--- config.mk ---
export PLATFORM = sky130hd
export DESIGN_NAME = raster_span_gen
export DESIGN_NICKNAME = d
export VERILOG_FILES = /design/src/rtl/raster_span_gen_pkg.sv /design/src/rtl/span_fifo.sv /design/src/rtl/raster_span_gen.sv
export SDC_FILE = /design/constraint.sdc
export NUM_CORES = 2
export LEC_CHECK = 0
export ABC_AREA = 0
export BUFFER_PORTS_ARGS = -buffer_cell sky130_fd_sc_hd__buf_2
export CORE_MARGIN = 4
export CORE_UTILIZATION = 40
export DETAILED_ROUTE_END_ITERATION = 8
export GPL_TIMING_DRIVEN = 0
export PLACE_DENSITY_LB_ADDON = 0.15
export SLEW_MARGIN = 20
export SYNTH_ARGS = -nofsm -noshare
export SYNTH_HDL_FRONTEND = slang
export SYNTH_SLANG_ARGS = --single-unit
--- constraint.sdc ---
create_clock -name clk -period 15.4 [get_ports clk]
set_clock_uncertainty 0.1 [all_clocks]
set_input_delay 3.08 -clock clk [delete_from_list [all_inputs] [get_ports clk]]
set_output_delay 3.08 -clock clk [all_outputs]
set_load 0.1 [all_outputs]
--- src/rtl/raster_span_gen_pkg.sv ---
// Shared types for the span rasteriser: FSM state encoding and the per-edge coverage rule.
package raster_span_gen_pkg;

  typedef enum logic [1:0] {
    GEN_IDLE  = 2'd0,
    GEN_SETUP = 2'd1,
    GEN_SCAN  = 2'd2
  } gen_state_t;

  // Zero lies on the edge: owned only by top-left edges when the tie-break rule is on.
  function automatic logic edge_inside(input logic neg, input logic zero,
                                       input logic tl, input logic top_left);
    if (neg) return 1'b0;
    if (!zero) return 1'b1;
    return top_left ? tl : 1'b1;
  endfunction

endpackage

--- src/rtl/span_fifo.sv ---
// Generic synchronous FIFO, depth 2^LG_DEPTH, head visible combinationally while not empty.
// Pushes while full and pops while empty are dropped.
module span_fifo #(
  parameter int unsigned WIDTH    = 8,
  parameter int unsigned LG_DEPTH = 3
) (
  input  logic             clk,
  input  logic             rst,
  input  logic             push,
  input  logic [WIDTH-1:0] push_dat,
  input  logic             pop,
  output logic             full,
  output logic             empty,
  output logic [WIDTH-1:0] head
);

  localparam int unsigned DEPTH = 1 << LG_DEPTH;
  localparam logic [LG_DEPTH:0] PTR_ONE = 1;

  logic [WIDTH-1:0]  mem_q [DEPTH];
  logic [LG_DEPTH:0] wr_ptr_q;
  logic [LG_DEPTH:0] rd_ptr_q;

  assign empty = wr_ptr_q == rd_ptr_q;
  assign full  = (wr_ptr_q[LG_DEPTH] != rd_ptr_q[LG_DEPTH]) &&
                 (wr_ptr_q[LG_DEPTH-1:0] == rd_ptr_q[LG_DEPTH-1:0]);
  assign head  = mem_q[rd_ptr_q[LG_DEPTH-1:0]];

  always_ff @(posedge clk) begin
    if (rst) begin
      wr_ptr_q <= '0;
      rd_ptr_q <= '0;
    end else begin
      if (push && !full) wr_ptr_q <= wr_ptr_q + PTR_ONE;
      if (pop && !empty) rd_ptr_q <= rd_ptr_q + PTR_ONE;
    end
  end

  always_ff @(posedge clk) begin
    if (push && !full) mem_q[wr_ptr_q[LG_DEPTH-1:0]] <= push_dat;
  end

endmodule

--- src/rtl/raster_span_gen.sv ---
// Walks a triangle's bounding box LANES pixels per cycle and queues one coverage packet per span.
// A non-empty span waits while the output FIFO is full; skipped empty spans never stall.
module raster_span_gen
  import raster_span_gen_pkg::*;
#(
  parameter int unsigned LANES      = 4,
  parameter int unsigned CW         = 16,
  parameter int unsigned EW         = 32,
  parameter int unsigned LG_DEPTH   = 3,
  parameter bit          SKIP_EMPTY = 1'b1,
  parameter bit          TOP_LEFT   = 1'b1
) (
  input  logic             clk,
  input  logic             rst,
  input  logic             start,
  input  logic [CW-1:0]    xmin,
  input  logic [CW-1:0]    xmax,
  input  logic [CW-1:0]    ymin,
  input  logic [CW-1:0]    ymax,
  input  logic [EW-1:0]    w0_00,
  input  logic [EW-1:0]    w1_00,
  input  logic [EW-1:0]    w2_00,
  input  logic [EW-1:0]    sx0,
  input  logic [EW-1:0]    sx1,
  input  logic [EW-1:0]    sx2,
  input  logic [EW-1:0]    sy0,
  input  logic [EW-1:0]    sy1,
  input  logic [EW-1:0]    sy2,
  input  logic [2:0]       tl,
  output logic             out_valid,
  input  logic             out_ready,
  output logic [CW-1:0]    out_x,
  output logic [CW-1:0]    out_y,
  output logic [LANES-1:0] out_mask,
  output logic [EW-1:0]    out_w0,
  output logic [EW-1:0]    out_w1,
  output logic [EW-1:0]    out_w2,
  output logic             busy,
  output logic             done,
  output logic             idle
);

  localparam int unsigned LG_LANES = $clog2(LANES);
  localparam int unsigned XW       = CW + 1;

  typedef struct packed {
    logic [CW-1:0]    x;
    logic [CW-1:0]    y;
    logic [LANES-1:0] mask;
    logic [EW-1:0]    w0;
    logic [EW-1:0]    w1;
    logic [EW-1:0]    w2;
  } span_pkt_t;

  gen_state_t    state_q;
  logic          done_q;
  logic [CW-1:0] xmin_q, xmax_q, ymin_q, ymax_q;
  logic [CW-1:0] x_q, y_q;
  logic [2:0]    tl_q;
  logic [EW-1:0] sx_q   [3];
  logic [EW-1:0] sy_q   [3];
  logic [EW-1:0] w_q    [3];
  logic [EW-1:0] rb_q   [3];
  logic [EW-1:0] step_q [3];
  logic [EW-1:0] off_q  [3][LANES];

  logic [EW-1:0] w00_in [3];
  logic [EW-1:0] sx_in  [3];
  logic [EW-1:0] sy_in  [3];

  assign w00_in[0] = w0_00;
  assign w00_in[1] = w1_00;
  assign w00_in[2] = w2_00;
  assign sx_in[0]  = sx0;
  assign sx_in[1]  = sx1;
  assign sx_in[2]  = sx2;
  assign sy_in[0]  = sy0;
  assign sy_in[1]  = sy1;
  assign sy_in[2]  = sy2;

  // Constant-k multiply by shift/add; k never exceeds 15.
  function automatic logic [EW-1:0] lane_mul(input logic [EW-1:0] s, input logic [4:0] k);
    logic [EW-1:0] acc;
    acc = '0;
    for (int b = 0; b < 5; b++) begin
      if (k[b]) acc = acc + (s << b);
    end
    return acc;
  endfunction

  logic [LANES-1:0] span_mask;
  logic             lane_ok;
  logic [EW-1:0]    lane_w;

  always_comb begin
    span_mask = '0;
    lane_ok   = 1'b0;
    lane_w    = '0;
    for (int k = 0; k < LANES; k++) begin
      lane_ok = ({1'b0, x_q} + XW'(k)) <= {1'b0, xmax_q};
      for (int i = 0; i < 3; i++) begin
        lane_w  = w_q[i] + off_q[i][k];
        lane_ok = lane_ok & edge_inside(lane_w[EW-1], lane_w == '0, tl_q[i], TOP_LEFT);
      end
      span_mask[k] = lane_ok;
    end
  end

  logic      fifo_full, fifo_empty;
  logic      in_scan, skip, push, dispose, more_x, last_row;
  span_pkt_t push_pkt, head_pkt;

  // Compare at CW+1 bits so a box ending near the top of the coordinate range cannot wrap.
  assign more_x   = ({1'b0, x_q} + XW'(LANES)) <= {1'b0, xmax_q};
  assign last_row = y_q == ymax_q;
  assign in_scan  = state_q == GEN_SCAN;
  assign skip     = SKIP_EMPTY && (span_mask == '0);
  assign push     = in_scan && !skip && !fifo_full;
  assign dispose  = in_scan && (skip || !fifo_full);

  assign push_pkt = '{x: x_q, y: y_q, mask: span_mask, w0: w_q[0], w1: w_q[1], w2: w_q[2]};

  always_ff @(posedge clk) begin
    if (rst) begin
      state_q <= GEN_IDLE;
      done_q  <= 1'b0;
    end else begin
      done_q <= 1'b0;
      case (state_q)
        GEN_IDLE: begin
          if (start) begin
            xmin_q <= xmin;
            xmax_q <= xmax;
            ymin_q <= ymin;
            ymax_q <= ymax;
            tl_q   <= tl;
            for (int i = 0; i < 3; i++) begin
              sx_q[i] <= sx_in[i];
              sy_q[i] <= sy_in[i];
              w_q[i]  <= w00_in[i];
              rb_q[i] <= w00_in[i];
            end
            if ((xmin > xmax) || (ymin > ymax)) done_q <= 1'b1;
            else state_q <= GEN_SETUP;
          end
        end
        GEN_SETUP: begin
          x_q <= xmin_q;
          y_q <= ymin_q;
          for (int i = 0; i < 3; i++) begin
            step_q[i] <= sx_q[i] << LG_LANES;
            for (int k = 0; k < LANES; k++) off_q[i][k] <= lane_mul(sx_q[i], 5'(k));
          end
          state_q <= GEN_SCAN;
        end
        GEN_SCAN: begin
          if (dispose) begin
            if (more_x) begin
              x_q <= x_q + CW'(LANES);
              for (int i = 0; i < 3; i++) w_q[i] <= w_q[i] + step_q[i];
            end else if (last_row) begin
              state_q <= GEN_IDLE;
              done_q  <= 1'b1;
            end else begin
              x_q <= xmin_q;
              y_q <= y_q + CW'(1);
              for (int i = 0; i < 3; i++) begin
                rb_q[i] <= rb_q[i] + sy_q[i];
                w_q[i]  <= rb_q[i] + sy_q[i];
              end
            end
          end
        end
        default: state_q <= GEN_IDLE;
      endcase
    end
  end

  span_fifo #(
    .WIDTH    ($bits(span_pkt_t)),
    .LG_DEPTH (LG_DEPTH)
  ) u_fifo (
    .clk      (clk),
    .rst      (rst),
    .push     (push),
    .push_dat (push_pkt),
    .pop      (out_valid && out_ready),
    .full     (fifo_full),
    .empty    (fifo_empty),
    .head     (head_pkt)
  );

  assign out_valid = !fifo_empty;
  assign out_x     = head_pkt.x;
  assign out_y     = head_pkt.y;
  assign out_mask  = head_pkt.mask;
  assign out_w0    = head_pkt.w0;
  assign out_w1    = head_pkt.w1;
  assign out_w2    = head_pkt.w2;
  assign busy      = state_q != GEN_IDLE;
  assign done      = done_q;
  assign idle      = (state_q == GEN_IDLE) && fifo_empty;

endmodule

* Word-level counts from Yosys, hierarchy flattened
Memory sizes are Yosys's and may differ from the RTL's. A register that Yosys moved wholly into a read port is not among the register bits.
Index checks and enable logic that the tools add are counted.
** Cells by class
- Add/subtract/negate cells :: 29
- $lt $le $gt $ge :: 7
- Eq/ne operators :: 13
- Muxes and demuxes :: 153
- Bitwise logic cells :: 22
- Reduce and logical (&&, ||, !) cells :: 33
** Operators with widths (count)
- $mux W32 :: 27
- $add A32 B32 Y32 :: 18
- $logic_not A32 Y1 :: 12
- $mux W1 :: 109
- $add A32 B32 Y32 const B :: 3
- $mux W16 :: 6
- $le A17 B16 Y1 :: 4
- $pmux W16 S2 :: 2
- $add A16 B2 Y17 const B :: 2
- $gt A16 B16 Y1 :: 2
- $add A16 B1 Y17 const B :: 1
- $add A16 B3 Y17 const B :: 1
- $add A16 B1 Y16 const B :: 1
- $add A16 B3 Y16 const B :: 1
- $eq A16 B16 Y1 :: 1
- $le A16 B16 Y1 :: 1
- $and A1 B1 Y1 :: 12
- $mux W2 :: 5
- $reduce_and A5 Y1 :: 2
- $or A1 B1 Y1 :: 9
- $add A4 B1 Y4 const B :: 2
- $logic_and A1 B1 Y1 :: 8
- $ne A2 B2 Y1 const B :: 4
- $mux W3 :: 2
- 17 further kinds :: 22
** Storage, ports and cells
- Bits in registers :: 110
- Memory bits (writable) :: 1818
- Output and inout port bits :: 136
- Logic and storage cells :: 275
- Memories :: 7
** Memories
- u_fifo.mem_q :: words 8, width 132, read ports 1, clocked after memory_dff 1, write ports 1, RTL line span_fifo.sv:20 : logic [WIDTH-1:0] mem_q [DEPTH];
- off_q :: words 3, width 96, read ports 3, clocked after memory_dff 0, write ports 3, RTL line raster_span_gen.sv:65 : logic [EW-1:0] off_q [3][LANES];
- rb_q :: words 3, width 32, read ports 3, clocked after memory_dff 0, write ports 3, RTL line raster_span_gen.sv:63 : logic [EW-1:0] rb_q [3];
- sx_q :: words 3, width 32, read ports 3, clocked after memory_dff 0, write ports 3, RTL line raster_span_gen.sv:60 : logic [EW-1:0] sx_q [3];
- sy_q :: words 3, width 32, read ports 3, clocked after memory_dff 0, write ports 3, RTL line raster_span_gen.sv:61 : logic [EW-1:0] sy_q [3];
- w_q :: words 3, width 32, read ports 3, clocked after memory_dff 0, write ports 3, RTL line raster_span_gen.sv:62 : logic [EW-1:0] w_q [3];
- 1 more memories

* Depth between registers and ports, before layout
An unclocked memory read counts as a cell.
- Depth after elaboration :: 19
- Depth in mapped cells :: 27
- Gate-level depth less buffers :: 22

* Cells and area by module
A second synthesis with hierarchy kept.
** Second synthesis, totals
- Cells, all modules :: 7548
- Area, all modules :: 98635.8 µm²
** By module, submodules not included
- raster_span_gen :: instances 1, cells an instance 5937, area an instance 57642.8 µm²
- span_fifo :: instances 1, cells an instance 1611, area an instance 40993.1 µm²

* Least setup slack after synthesis
No wires, ideal clock.
- Path type :: register -> register
- Start point :: register x_q[2]
- End point :: memory u_fifo.mem_q[2][0] (netlist name), enable pin
- Setup time :: 0.812 ns
- Arrival :: 14.751 ns
- Slack :: -0.263 ns
- Cell stages (with the launch flop) :: 25
- Path buffers :: 3
- Period minus slack after synthesis :: 15.663 ns
- Cells stage by stage :: edfxtp_1 > ha_1 > clkbuf_1 > nand2_1 > nor4_1 > and3_1 > clkbuf_1 > nand2_1 > xnor2_1 > ha_1 > nand4_1 > or4_1 > o21ai_0 > a31oi_1 > a2111oi_0 > o41ai_1 > or3b_1 > mux2i_1 > and3_1 > nand3_1 > or2_1 > clkbuf_1 > a21oi_1 > nand2b_1 > nor3b_1
** Between the ends
- Word-level cells in the longest chain between the ends :: 12
- Elaborated cells on any way between the ends :: 26
- Classes of those cells :: 3 x add/sub; 4 x order compare; 2 x mux; 12 x bitwise; 5 x reduce/logical
** RTL lines
- start: declaration :: RTL line raster_span_gen.sv:58 : logic [CW-1:0] x_q, y_q;
- start signal: assignment :: RTL line raster_span_gen.sv:148 : x_q <= xmin_q;
- start signal: assignment :: RTL line raster_span_gen.sv:159 : x_q <= x_q + CW'(LANES);
- start signal: assignment :: RTL line raster_span_gen.sv:165 : x_q <= xmin_q;
- $add A16 B1 Y17 / $add A16 B2 Y17 (equally long branches) :: RTL line raster_span_gen.sv:100 : lane_ok = ({1'b0, x_q} + XW'(k)) <= {1'b0, xmax_q};
- $le A17 B16 Y1 :: RTL line raster_span_gen.sv:100
- $and A1 B1 Y1 (3 in series) :: RTL line raster_span_gen.sv:103 : lane_ok = lane_ok & edge_inside(lane_w[EW-1], lane_w == '0, tl_q[i], TOP_LEFT);
- $logic_not A4 Y1 (*) :: RTL line raster_span_gen.sv:117 : assign skip = SKIP_EMPTY && (span_mask == '0);
- $logic_not A1 Y1 (*) :: RTL line raster_span_gen.sv:118 : assign push = in_scan && !skip && !fifo_full;
- $logic_and A1 B1 Y1 (*) (2 in series) :: RTL line raster_span_gen.sv:118
- $logic_and A1 B1 Y1 (*) :: RTL line span_fifo.sv:40 : if (push && !full) mem_q[wr_ptr_q[LG_DEPTH-1:0]] <= push_dat;
- $mux W1 (*) :: RTL line span_fifo.sv:40
- $mux W1 (not written as such) (*) :: RTL line span_fifo.sv:40
- end: declaration :: RTL line span_fifo.sv:20
Mark *: on every way between the ends. The rest lies on a longest branch, timed or not.

* Worst setup path after layout
- Start point :: register x_q[2]
- End point :: memory u_fifo.mem_q[0][52] (netlist name), enable pin
The elaborated chain is that of the path after synthesis.

==> flow_summary.yaml <==
clock_tree:
  clk_latency_ns: 0.86
  cts_tree: "built"
  post_cts_buffers: 0
  clk_path_buf_depth: 3
  cts.htree.levels: 4
  clkTransAtPathRegs_ns: 0.06
  cts.sinks: 1742
  cts_buffers: 193
  cts-root-buf: "clkbuf_16"
  ctsHoldBuffers: 0
  post_cts_resized: 0
yosys:
  ys_async_sr_fraction: 0
  syn_area_per_cell_sq_um: 12.8
  syn-cell-area_sq_um: 97000
  synth_seq_cells: 1742
  synthXorXnorAreaFrac: 0.0381
  yosys_warnings: 0
  synth_ff_type: "edfxtp_1"
  synth_seq_area_share: 0.538
  synth_simple_gate_area_frac: 0.0920
  synth_top_family_by_area: "compound AO/OA/AOI/OAI gates"
  synth-edff-count: 1728
  synthCells: 7577
  ys_types: 93
  synth_compound_area_frac: 0.138
  synth_fa_ha_area_frac: 0.0892
  synthMuxAreaShare: 0.0834
  syn_nets: 8617
worst_setup_path:
  cp_common_cell: "buf_4"
  worstPathRequired_ns: 15.83
  critical-path-max-stage-delay_ns: 0.94
  crit_type: "reg -> reg"
  crit_fanout: 17
  crit_arrival_ns: 10.46
  end_kind: "flip-flop"
  rr_worst_depth: 31
  cp-start-kind: "flip-flop"
  slowest_stage: "nor4_1"
detailed_routing:
  viasPerCell: 5.86
  vias: 69000
  drtIter0Drc: 5664
  route.detailed.drc: 0
  dr.pass1.iters: 8
  wl_per_cell_um: 27.4
  antenna_left: 0
  routed_wl_um: 323000
grt:
  grt_max_degree: 64
  grt_antenna_before_repair: 40
  grt_pass1_wl_um: 466000
  track_usage: 0.252
  grt.overflow.total: 0
  grt_pass1_vias: 68800
power:
  p_int_mw: 10.1
  powerDensity_nw_per_um2: 139
  p_sw_mw: 5.52
  seqPwrFrac: 0.399
  switching_share: 0.353
  ir_drop_v: 0.0000996
  p_leak_nw: 41.1
  p_total_mw: 15.6
  power_frac_comb: 0.307
  p_clk_frac: 0.294
floorplanning:
  io_pins: 495
  die_height_um: 500
  fp.dieW_um: 500
  start_util: 0.403
  fp-row-count: 180
  coreArea_sq_um: 241000
  fp.dieArea_sq_um: 250000
sta:
  slew_headroom: 0.243
  max_slew.worst_pin.slew_ns: 1.13
  rsz0062_at_grt: "no"
  fin_crit_sh: 0.651
  setup_violations: 0
  layout_min_cycle_time_ns: 10.03
  max_freq_mhz: 99.7
  finalHoldViolCount: 0
  drv_slew: 0
outcome:
  status: "completed"
final_layout:
  seq_area_sq_um: 52200
  syn2layout_area_growth_pct: 15.6
  nets: 9468
  fillers: 21700
  multi_input_area_sq_um: 42900
  drive_gt1_frac: 0.177
  fin_area_sq_um: 112000
run:
  maxCapViolCount: 0
place:
  portBuffers: 493
  dpl.hpwl_um: 246000
  gp_congestion: 0.926
  postPlaceCellArea_sq_um: 106000
hold_path:
  hp-class: "reg -> reg"
  holdPathStages: 0
[power by group through the flow]
stage	clock network (mW)	registers, mW	logic, mW
after CTS	4.69	6.23	4.77
after global routing	4.88	6.25	5.26
final	4.59	6.24	4.80
after detailed placement	0	6.32	4.74
after floorplan	0	6.06	3.45
after global placement	0	6.44	4.62
[final timing paths]
kind                                       startpoint                            end  slack, ns
worst max-delay path                 x_q[2]$_DFFE_PP_  u_fifo.mem_q[0][52]$_DFFE_PP_       5.37
worst min-delay path            sx_q[0][32]$_DFFE_PP_        step_q[0][30]$_DFFE_PP_       0.37
worst max register to register       x_q[2]$_DFFE_PP_  u_fifo.mem_q[0][52]$_DFFE_PP_       5.37
worst min register to register  sx_q[0][32]$_DFFE_PP_        step_q[0][30]$_DFFE_PP_       0.37
[cell usage in the layout (no fill, tap or decap), types with 67 or more instances in the layout]
cell	count
o21ai_0	307
nand2_1	384
nor2_1	438
buf_4	72
nand2b_1	84
o21bai_1	67
xnor2_1	261
nor4_1	68
and3_1	70
mux4_2	264
a21oi_1	515
mux2_2	153
clkbuf_1	226
ha_1	663
nand3_1	132
a221o_1	98
buf_2	510
inv_1	253
nand4_1	117
edfxtp_1	1728
nor2b_1	98
clkbuf_16	194
nor3_1	135
a21o_1	302
xor2_1	161
o21a_1	96
a211oi_1	84
[state kept, by name (all words and copies together) (netlist names), 16 cells and up, named ones only]
register / count
ymin_q: 16
w_q: 96
sx_q: 96
x_q: 16
ymax_q: 16
xmax_q: 16
rb_q: 96
y_q: 16
u_fifo.mem_q: 1056
xmin_q: 16
sy_q: 96
off_q: 100
step_q: 89
[stage by stage]
step,cells,setup WS (ns),utilization,TNS (ns),hold slack (ns)
after global routing,11800,4.74,0.465,0,0.398
after CTS,11800,5.31,0.465,0,0.370
after global placement,11300,-13.51,0.429,-9716.36,0.361
after floorplan,7577,-0.215,-,-53.95,0.333
after detailed placement,11400,5.41,0.439,0,0.360
final,11800,5.37,0.465,0,0.371
[cells by family after synthesis]
kind of cell / after synthesis
AOI/OAI and AO/OA: 1970
xor gates and xnor gates: 422
adders and majority gates: 681
buffers and inverters: 528
DFF: 1742
muxes: 459
and+or+nand+nor: 1775
[cells in the mapped netlist (70+ instances only)]
master,instances,area (sq um)
a21o_1,302,2270
clkbuf_1,206,773
xor2_1,161,1410
o21ai_0,307,1540
a211oi_1,84,631
nand3_1,132,661
mux4_2,264,5950
edfxtp_1,1728,51900
nand2_1,384,1440
a21oi_1,515,2580
and3_1,70,438
nor3_1,137,686
ha_1,663,8300
nand4_1,117,732
a221o_1,98,981
mux2_2,153,1720
o21a_1,96,721
nand2b_1,85,532
nor2b_1,99,619
nor4_1,70,438
xnor2_1,261,2290
nor2_1,443,1660
inv_1,254,953
[layer usage]
metal	GRT usage	wire (um)	part of all wire
met5	0	79	0.00024
met4	0.0892	12500	0.039
met3	0.0351	19300	0.060
met2	0.406	149000	0.46
met1	0.349	142000	0.44
[critical path, delay by kind of cell, from the launching register on]
kind	cells	cell delay (ns)
DFF	1	0.77
and+or+nand+nor	12	3.82
adders and majority gates	2	0.56
xor gates and xnor gates	1	0.16
AOI/OAI and AO/OA	5	1.81
muxes	1	0.12
buffers and inverters	10	2.35
[cell type report]
class	count	area share
antenna	16	0.000357
sequential	1742	0.465
tap	3185	0.0355
timing repair buffer	656	0.0417
multi-input combinational	5307	0.383
clock buffer	231	0.0447
buffer	274	0.00997
inverter	254	0.00855
clock inverter	122	0.0112
No activity file was read; power rests on OpenSTA's default activity.
